**src/rtl/branch_pkg.sv**
```systemverilog
// Purpose: shared constants and types for the fetch-side branch redirect block.
// Latency: n/a (package only).
// Backpressure: n/a (package only).
// Contents: AArch64 branch opcode constants, immediate field widths, the
// redirect FSM state type and the sequential PC increment.
package branch_pkg;

  // Unconditional B: opcode lives in [31:26].
  localparam logic [5:0] OP_B     = 6'b000101;
  // B.cond and CBZ: opcode lives in [31:24].
  localparam logic [7:0] OP_BCOND = 8'h54;
  localparam logic [7:0] OP_CBZ   = 8'hB4;

  localparam int IMM26_W = 26;
  localparam int IMM19_W = 19;

  localparam int PC_INC = 4;

  typedef enum logic {
    RUN   = 1'b0,
    FLUSH = 1'b1
  } redir_state_t;

endpackage

```
**src/rtl/branch_target_calc.sv**
```systemverilog
// Purpose: decode branch class and compute the PC-relative branch target.
// Latency: purely combinational, zero cycles.
// Backpressure: none; output follows inputs every cycle.
// Ports: instruction/branch_pc in; target (branch_pc + imm*4, wraps) and
//        is_branch (instruction is B, B.cond or CBZ) out.
module branch_target_calc
  import branch_pkg::*;
#(
  parameter int ADDR_W = 64
) (
  input  logic [31:0]       instruction,
  input  logic [ADDR_W-1:0] branch_pc,
  output logic [ADDR_W-1:0] target,
  output logic              is_branch
);

  logic [ADDR_W-1:0] imm;

  always_comb begin
    imm       = '0;
    is_branch = 1'b0;
    if (instruction[31:26] == OP_B) begin
      imm       = {{(ADDR_W-IMM26_W){instruction[25]}}, instruction[25:0]};
      is_branch = 1'b1;
    end else if ((instruction[31:24] == OP_BCOND) || (instruction[31:24] == OP_CBZ)) begin
      imm       = {{(ADDR_W-IMM19_W){instruction[23]}}, instruction[23:5]};
      is_branch = 1'b1;
    end
    // Word offset to byte offset; the add wraps modulo 2^ADDR_W by width.
    target = branch_pc + {imm[ADDR_W-3:0], 2'b00};
  end

endmodule

```
**src/rtl/branch_redirect.sv**
```systemverilog
// Purpose: owns the fetch PC; redirects to taken-branch targets and flushes the wrong path.
// Latency: taken decision sampled at edge N -> pc=target, redirect=1 after edge N.
// Backpressure: stall freezes pc (and the flush countdown); a take overrides stall.
// Ports: clk, reset (async active-low), br_valid/branchInstruction/branchPC/BrTaken
//        from reg/dec, stall from hazard logic; pc/flush/redirect registered outputs.
//        With BRANCH_REDIRECT_STATS_EN defined, adds saturating taken_cnt and flush_cnt.
module branch_redirect
  import branch_pkg::*;
#(
  parameter int                ADDR_W       = 64,
  parameter logic [ADDR_W-1:0] RESET_PC     = '0,
  parameter int                FLUSH_CYCLES = 1
) (
  input  logic              clk,
  input  logic              reset,
  input  logic              br_valid,
  input  logic [31:0]       branchInstruction,
  input  logic [ADDR_W-1:0] branchPC,
  input  logic              BrTaken,
  input  logic              stall,
  output logic [ADDR_W-1:0] pc,
  output logic              flush,
`ifdef BRANCH_REDIRECT_STATS_EN
  output logic              redirect,
  output logic [31:0]       taken_cnt,
  output logic [31:0]       flush_cnt
`else
  output logic              redirect
`endif
);

  // Countdown loaded on redirect; flush drops once it has run out.
  localparam logic [2:0] CNT_INIT = 3'(FLUSH_CYCLES - 1);

  redir_state_t      state_q, state_d;
  logic [ADDR_W-1:0] pc_q, pc_d;
  logic              flush_q, flush_d;
  logic              redirect_q, redirect_d;
  logic [2:0]        cnt_q, cnt_d;

  logic [ADDR_W-1:0] target;
  logic              is_branch;
  logic              take;
  logic [ADDR_W-1:0] pc_inc;

  branch_target_calc #(
    .ADDR_W (ADDR_W)
  ) u_target (
    .instruction (branchInstruction),
    .branch_pc   (branchPC),
    .target      (target),
    .is_branch   (is_branch)
  );

  // Only branch-class opcodes redirect; the instruction in reg/dec during
  // FLUSH is on the wrong path, so its decision is discarded.
  assign take   = br_valid & BrTaken & (state_q == RUN) & is_branch;
  assign pc_inc = pc_q + ADDR_W'(PC_INC);

  always_comb begin
    state_d    = state_q;
    pc_d       = pc_q;
    flush_d    = flush_q;
    redirect_d = 1'b0;
    cnt_d      = cnt_q;
    if (state_q == RUN) begin
      if (take) begin
        pc_d       = target;
        redirect_d = 1'b1;
        flush_d    = 1'b1;
        cnt_d      = CNT_INIT;
        state_d    = FLUSH;
      end else begin
        flush_d = 1'b0;
        if (!stall) begin
          pc_d = pc_inc;
        end
      end
    end else begin
      // Stall freezes pc, countdown and flush together.
      if (!stall) begin
        pc_d = pc_inc;
        if (cnt_q != 3'd0) begin
          cnt_d   = cnt_q - 3'd1;
          flush_d = 1'b1;
        end else begin
          flush_d = 1'b0;
          state_d = RUN;
        end
      end
    end
  end

  always_ff @(posedge clk or negedge reset) begin
    if (!reset) begin
      state_q    <= RUN;
      pc_q       <= RESET_PC;
      flush_q    <= 1'b0;
      redirect_q <= 1'b0;
      cnt_q      <= 3'd0;
    end else begin
      state_q    <= state_d;
      pc_q       <= pc_d;
      flush_q    <= flush_d;
      redirect_q <= redirect_d;
      cnt_q      <= cnt_d;
    end
  end

  assign pc       = pc_q;
  assign flush    = flush_q;
  assign redirect = redirect_q;

`ifdef BRANCH_REDIRECT_STATS_EN
  logic [31:0] taken_cnt_q, taken_cnt_d;
  logic [31:0] flush_cnt_q, flush_cnt_d;

  always_comb begin
    taken_cnt_d = taken_cnt_q;
    flush_cnt_d = flush_cnt_q;
    if (take && (taken_cnt_q != 32'hFFFF_FFFF)) begin
      taken_cnt_d = taken_cnt_q + 32'd1;
    end
    if (flush_q && (flush_cnt_q != 32'hFFFF_FFFF)) begin
      flush_cnt_d = flush_cnt_q + 32'd1;
    end
  end

  always_ff @(posedge clk or negedge reset) begin
    if (!reset) begin
      taken_cnt_q <= 32'd0;
      flush_cnt_q <= 32'd0;
    end else begin
      taken_cnt_q <= taken_cnt_d;
      flush_cnt_q <= flush_cnt_d;
    end
  end

  assign taken_cnt = taken_cnt_q;
  assign flush_cnt = flush_cnt_q;
`endif

endmodule

```
**config.mk**
```make
export PLATFORM = sky130hd
export DESIGN_NAME = branch_redirect
export DESIGN_NICKNAME = d
export VERILOG_FILES = /design/src/rtl/branch_pkg.sv /design/src/rtl/branch_target_calc.sv /design/src/rtl/branch_redirect.sv
export SDC_FILE = /design/constraint.sdc
export NUM_CORES = 1
export LEC_CHECK = 0
export ABC_AREA = 1
export CAP_MARGIN = 20
export CORE_MARGIN = 2
export CORE_UTILIZATION = 47
export DETAILED_ROUTE_END_ITERATION = 6
export DONT_BUFFER_PORTS = 1
export SYNTH_ARGS = -nofsm -noshare
export SYNTH_HDL_FRONTEND = slang
export SYNTH_SLANG_ARGS = --single-unit
```
**constraint.sdc**
```tcl
create_clock -name clk -period 1.8 [get_ports clk]
set_input_delay 0.09 -clock clk [delete_from_list [all_inputs] [get_ports clk]]
set_output_delay 0.09 -clock clk [all_outputs]
set_load 0.05 [all_outputs]
```
==> metrics, run 1 <==
synthesis-stage register bit count 70; HP Class in2reg; Initial Utilization roughly half; minimum clock period 2.449 ns; Row Count between 50 and 60; vias about 14,000; Pleak roughly 0.009 µW; Main synth FF type dfrtp_1; CTS buffer count 9; nets@finish roughly 2,500; GPL Wtd Cong 1.025; Most common cell on crit path nand2_1; initial antenna violation count 0; Max Root-Sink Buffers 2; clock slew at reported path FFs 0.07 ns; Worst path max stage delay a little under 0.4 ns; max-cap violations 0; WP data required roughly 2.0 ns; core footprint around 23,000 µm²; Die Width 156.8 µm; synth unique cells 46; WP buf/inv 5; DR vias/cell around 5.1; non-filler cells, final around 2,700; router iterations before antenna repair 5; Ant. Diodes 0; Pwr per Cell Area about 500 nW/µm²; Setup Skew between 0.01 and 0.015 ns; status finished with violations; Arr. time, crit path around 2.7 ns; # clock sinks 70; Least-Margin Pin Slew roughly 0.63 ns; Post-synth EDFFs 0; HPWL after DPL between 30 and 40 mm; total wire length ~43 mm; combinational share of power 43.1%; GR Overflow Total 0; Switch Pwr ~3200 µW; CP Cell Sequence inv_2, nor3_2, nand3b_1, buf_4, buf_6, o31ai_4, buf_6, ha_4, inv_1, fa_2, nor2_2, or2_4, nand3_2, nand2_2, nand2_1, nand2_2, nand2_2, nand2_1, nand2_1, nand3_1, nand2_1; Post-route DRC 0; CP max-delay cell fa_2; startpoint types primary input; Clock Tree Root clkbuf_16; portion of total power attributed to sequential cells 28.4%; failing checks negative setup slack; Die H 156.8 µm; Ports around 170; final setup violation count 60; Rel. slew slack between 50 and 60%; Final Hold Vio Count 0; critical path class in2reg; layout cells sized above 1 between 20% and 30%; top cell family by delay on the critical path simple AND/OR/NAND/NOR gates; Post-synth ARST share between 90% and 100%; synthesis-to-layout area growth 41.99%; worst-skew pair later-pin latency about 0.35 ns; Max IR drop VDD ~0.47 mV; Sum Neg Setup Slack -25.24 ns; largest net degree at the start of global routing 71; fin util 68.41%; port buffer count 0; Antenna Nets Post-Route 0; setup slack after layout -0.6490 ns; vias in the first global route 12,702; DR WL/cell around 16 µm; Clk pwr share between 20% and 30%; CTS tree done; GRT Overall Usage around a third; YS warnings 0; area of the mapped netlist about 11,000 µm²; Max Slew Vio Count 0; cells after synthesis 2,042; f_max roughly 0.41 GHz; post-synthesis sequential area ratio 15.96%; CP Max Fanout 6; die area between 20,000 and 25,000 µm²; Syn Nets about 2,200; first-pass GRT wire length approximately 66 mm; internal power 4418 µW; Clock H-tree levels 3; Starting DRT DRC Count 1,016; period utilization 136.1%; RSZ-0062 raised after global routing yes; syn_area_per_cell ~5.4 µm²; CP endpoint kind flop; Sw Ratio 42.21%; dpl cells approximately 2,700
## repair_timing
action | in CTS | in global routing
endpoints found under the setup margin | 59 | 60
gates resized for setup | 118 | 186
hold endpoints to repair | 81 | 0
buffers inserted | 4 | 6
pin swaps | 16 | 24
gates cloned | 0 | 1
hold buffers | 6 | 0
## placed cells by master (no fill, tap or decap), drive strengths merged, types with 32 or more instances in the layout
master  netlist  layout
inv         406     405
ha           64      64
a21oi        69      69
buf          17     331
xor2         37      37
nand4        32      32
o21ai        71      71
dfrtp        70      70
nor3         41      41
nor2        203     203
nand2       856     856
nand3        99      99
## state kept, by name, indices dropped and copies added, names as in the netlist
signal and cells:
redirect 1, flush 1, state_q 1, cnt_q 3, pc 64
## per-stage QoR
step	setup slack (ns)	total power [µW]	area (µm²)	hold WS, ns
finish	-0.6490	7644	15580	0.01284
global route	-0.8161	8013	15580	0.01433
CTS	-0.4992	7471	14760	0.01027
detailed placement	-1.057	5199	13890	-0.2040
global placement	-1.005	5156	13890	-0.2041
floorplan	-0.9716	4052	11160	-0.2056
## cells by family (layout without fill, tap and decap cells)
group           count (synthesis)  count (layout)  synth area share, %
buf+inv                       430             760                14.94
flops                          70              70                15.96
xor+xnor                       56              56                4.469
compound gates                160             160                7.685
fa+ha+maj                      65              65                7.479
simple gates                 1261            1261                49.47
## path summary, 6_finish.rpt
kind | startpoint | to | slack (ns) | depth (start not counted)
max | branchInstruction[26] | pc[62] | -0.65 | 21
min | stall | pc[17] | 0.01 | 2
max reg2reg | pc[3] | pc[53] | -0.19 | 10
min reg2reg | cnt_q[2] | cnt_q[2] | 0.47 | 1
max in group asynchronous | reset | pc[47] | 1.17 | 2
min in group asynchronous | reset | cnt_q[1] | 0.27 | 2
## Yosys cell counts (all sizes together) (2+ instances only)
library cell,count,share of area (%)
nand4,32,1.9
inv,406,14
and2,5,0.29
and3,2,0.11
xnor2,19,1.5
nor4,5,0.40
a31oi,6,0.34
o21bai,8,0.55
o31ai,2,0.14
or2,3,0.17
xor2,37,3.0
nand2,856,30
ha,64,7.3
nand3,99,4.8
clkbuf,6,0.21
a21oi,69,3.1
buf,17,0.81
dfrtp,70,16
nor2,203,8.2
nor3,41,2.7
nand3b,13,0.89
o21ai,71,3.2
## layer usage
metal  GRT usage, %  wire [µm]  vias up
met3          4.459       3393       64
li1               -          -     6872
met4          9.524       1274        0
met5              0          0        -
met2          56.16      19090      481
met1          47.99      19290     6202
## worst reg2reg max path, stage by stage (launching register included)
cell and delay [ns]:
dfrtp_1 0.42, nand3_2 0.16, inv_2 0.14, nand2_2 0.08, nor2_4 0.13, nand4_1 0.17, nor2_2 0.25, nand3_1 0.12
xnor2_1 0.19, nand2_1 0.16, nand2_1 0.10
## final cells by class
cell class	count	area, µm²
Multi-Input combinational cell	1542	8850
Fill cell	2192	7196
Timing Repair Buffer	337	2704
Sequential cell	70	1752
Inverter	407	1536
Tap cell	313	391.6
Clock buffer	11	242.7
Clock inverter	5	106.4
## power groups by stage
stage	clock network (µW)	logic (µW)	registers, µW
6_report	2170	3300	2170
5_1_grt	2260	3550	2200
4_1_cts	2170	3130	2160
3_5_place_dp	0	3010	2190
3_3_place_gp	0	2970	2180
2_1_floorplan	0	1180	2880
No activity file was read; power rests on OpenSTA's default activity.
==> run 2, diff against run 1 <==
Settings changed: CORE_MARGIN 2 to unset.
==> metrics, run 2 (synthesis gave the netlist of run 1 again) <==
period utilization 132.9% (was 136.1%); Ant. Diodes 0 (unchanged); Sw Ratio 44.60% (was 42.21%); Rel. slew slack 63.00% (was 58.07%); Row Count 55 (unchanged); Switch Pwr 3219 µW (was 3226 µW); largest net degree at the start of global routing 71 (unchanged); Worst path max stage delay 0.31 ns (was 0.39 ns); RSZ-0062 raised after global routing yes (unchanged); CTS tree done (unchanged); WHS 0.01728 ns (was 0.01284 ns); critical path class in2reg (unchanged); Final Hold Vio Count 0 (unchanged); synthesis-to-layout area growth 43.76% (was 41.99%); Arr. time, crit path 2.62 ns (was 2.68 ns); Initial Utilization 48.18% (unchanged); CP max-delay cell ha_1 (was fa_2); Max Slew Vio Count 0 (unchanged); die area 23,960 µm² (was 24,590 µm²); status finished with violations (unchanged); layout cells sized above 1 31.23% (was 29.17%); most common cell after layout, fill and taps aside nand2_1 (unchanged); HP Class in2reg (unchanged); nets@finish 2,535 (was 2,533); Most common cell on crit path nand2_1 (unchanged); top cell family by delay on the critical path simple AND/OR/NAND/NOR gates (unchanged); DR WL/cell 16.08 µm (was 16.03 µm); CP Max Fanout 26 (was 6); # clock sinks 70 (unchanged); Clock H-tree levels 3 (unchanged); commonest non-fill, non-tap cells in the layout nand2_1 (728), inv_1 (366), buf_4 (300) (was nand2_1 (746), inv_1 (377), buf_4 (314)); Ports 167 (unchanged); Clock Tree Root clkbuf_16 (unchanged); minimum clock period 2.392 ns (was 2.449 ns); CP endpoint kind flop (unchanged); core footprint 22,780 µm² (unchanged); port buffer count 0 (unchanged); initial antenna violation count 0 (unchanged); number of flip-flops under the largest register name 64 (unchanged); CTS buffer count 9 (unchanged); failing checks negative setup slack (unchanged); Setup Skew 0.01228 ns (was 0.01413 ns); max-cap violations 0 (unchanged); portion of total power attributed to sequential cells 30.4% (was 28.4%); Least-Margin Pin Slew 0.5532 ns (was 0.6268 ns); vias 13,663 (was 13,619); Die Width 154.8 µm (was 156.8 µm); final setup violation count 59 (was 60); GR Overflow Total 0 (unchanged); Antenna Nets Post-Route 0 (unchanged); f_max 0.4180 GHz (was 0.4083 GHz); Starting DRT DRC Count 960 (was 1,016); combinational share of power 46.3% (was 43.1%); GPL Wtd Cong 1.032 (was 1.025); WP data required 2.03 ns (about the same); Clk pwr share 23.2% (was 28.4%); internal power 3997 µW (was 4418 µW); vias in the first global route 12,563 (was 12,702); worst-skew pair later-pin latency 0.35 ns (about the same); Pleak 0.008848 µW (was 0.008862 µW); first-pass GRT wire length 65.69 mm (was 65.90 mm); Die H 154.8 µm (was 156.8 µm); GRT Overall Usage 35.41% (was 34.54%); DR vias/cell 5.087 (was 5.072); clock slew at reported path FFs 0.06 ns (was 0.07 ns); Pwr per Cell Area 457.4 nW/µm² (was 490.5 nW/µm²); CP Cell Sequence nor2_4, nand4_1, buf_6, clkinv_4, nand2_4, nand3_4, clkinvlp_4, buf_12, buf_4, ha_1, buf_4, nand2_1, nor2_2, nand2_1, nor3_1, nand2_1, nand2_1, nand2_1, nand3_1, nand2_1 (was inv_2, nor3_2, nand3b_1, buf_4, buf_6, o31ai_4, buf_6, ha_4, inv_1, fa_2, nor2_2, or2_4, nand3_2, nand2_2, nand2_1, nand2_2, nand2_2, nand2_1, nand2_1, nand3_1, nand2_1); WP buf/inv 6 (was 5); Max Root-Sink Buffers 2 (unchanged); total wire length 43.18 mm (was 43.05 mm); Sum Neg Setup Slack -22.92 ns (was -25.24 ns); post-placement worst setup slack -1.029 ns (was -1.057 ns); router iterations before antenna repair 5 (unchanged); setup slack after layout -0.5922 ns (was -0.6490 ns); Post-route DRC 0 (unchanged); startpoint types primary input (unchanged); HPWL after DPL 35.00 mm (was 35.13 mm); Max IR drop VDD 0.5520 mV (was 0.4735 mV); fillers 2,086 (was 2,192)
run 2: stage by stage:
step | total power, µW | instance area, µm² | utilization, % | instances
after global routing | 7564 | 15780 | 69.26 | 2686
after floorplan | 4052 | 11160 | - | 2042
final | 7216 | 15780 | 69.26 | 2686
after CTS | 7020 | 14630 | 64.21 | 2668
after global placement | 5151 | 13800 | 60.58 | 2642
after detailed placement | 5219 | 13800 | 60.58 | 2642
run 2: final timing paths:
path	start	end	slack [ns]	cells past startpoint
worst min-delay path	stall	pc[10]	0.02	2
max in group asynchronous	reset	pc[39]	1.16	2
worst max-delay path	branchInstruction[31]	pc[62]	-0.59	20
min in group asynchronous	reset	state_q	0.33	2
worst min register to register	cnt_q[2]	cnt_q[2]	0.48	1
worst max register to register	pc[23]	pc[49]	-0.17	9
run 2: layout make-up:
type / count / area (µm²) / share of cell area [%]
Multi-Input combinational cell: 1542 / 9069 / 57.48
Inverter: 407 / 1544 / 9.787
Clock buffer: 11 / 242.7 / 1.539
Sequential cell: 70 / 1752 / 11.10
Timing Repair Buffer: 339 / 2754 / 17.46
Clock inverter: 4 / 23.77 / 0.1507
Tap cell: 313 / 391.6 / 2.482
run 2: power by group through the flow:
stage	clock network [µW]	logic [µW]	registers, µW
after floorplan	0	1180	2880
after global placement	0	2950	2200
after detailed placement	0	3010	2210
after CTS	1690	3140	2180
after global routing	1760	3580	2220
final	1680	3340	2200
run 2: routing by layer:
layer  routed length (µm)  GRT usage [%]
met1                19370          50.34
met2                19250          56.41
met3                 3472          3.979
met4                 1095          9.807
met5                    0              0
run 2: what timing repair did:
item                                    4_1_cts  5_1_grt
resized for setup                           114      282
setup buffers                                 5       18
cloned                                        0        1
endpoints found under the hold margin        81        0
endpoints found under the setup margin       59       60
pin swaps                                    14       63
hold buffers                                  6        0
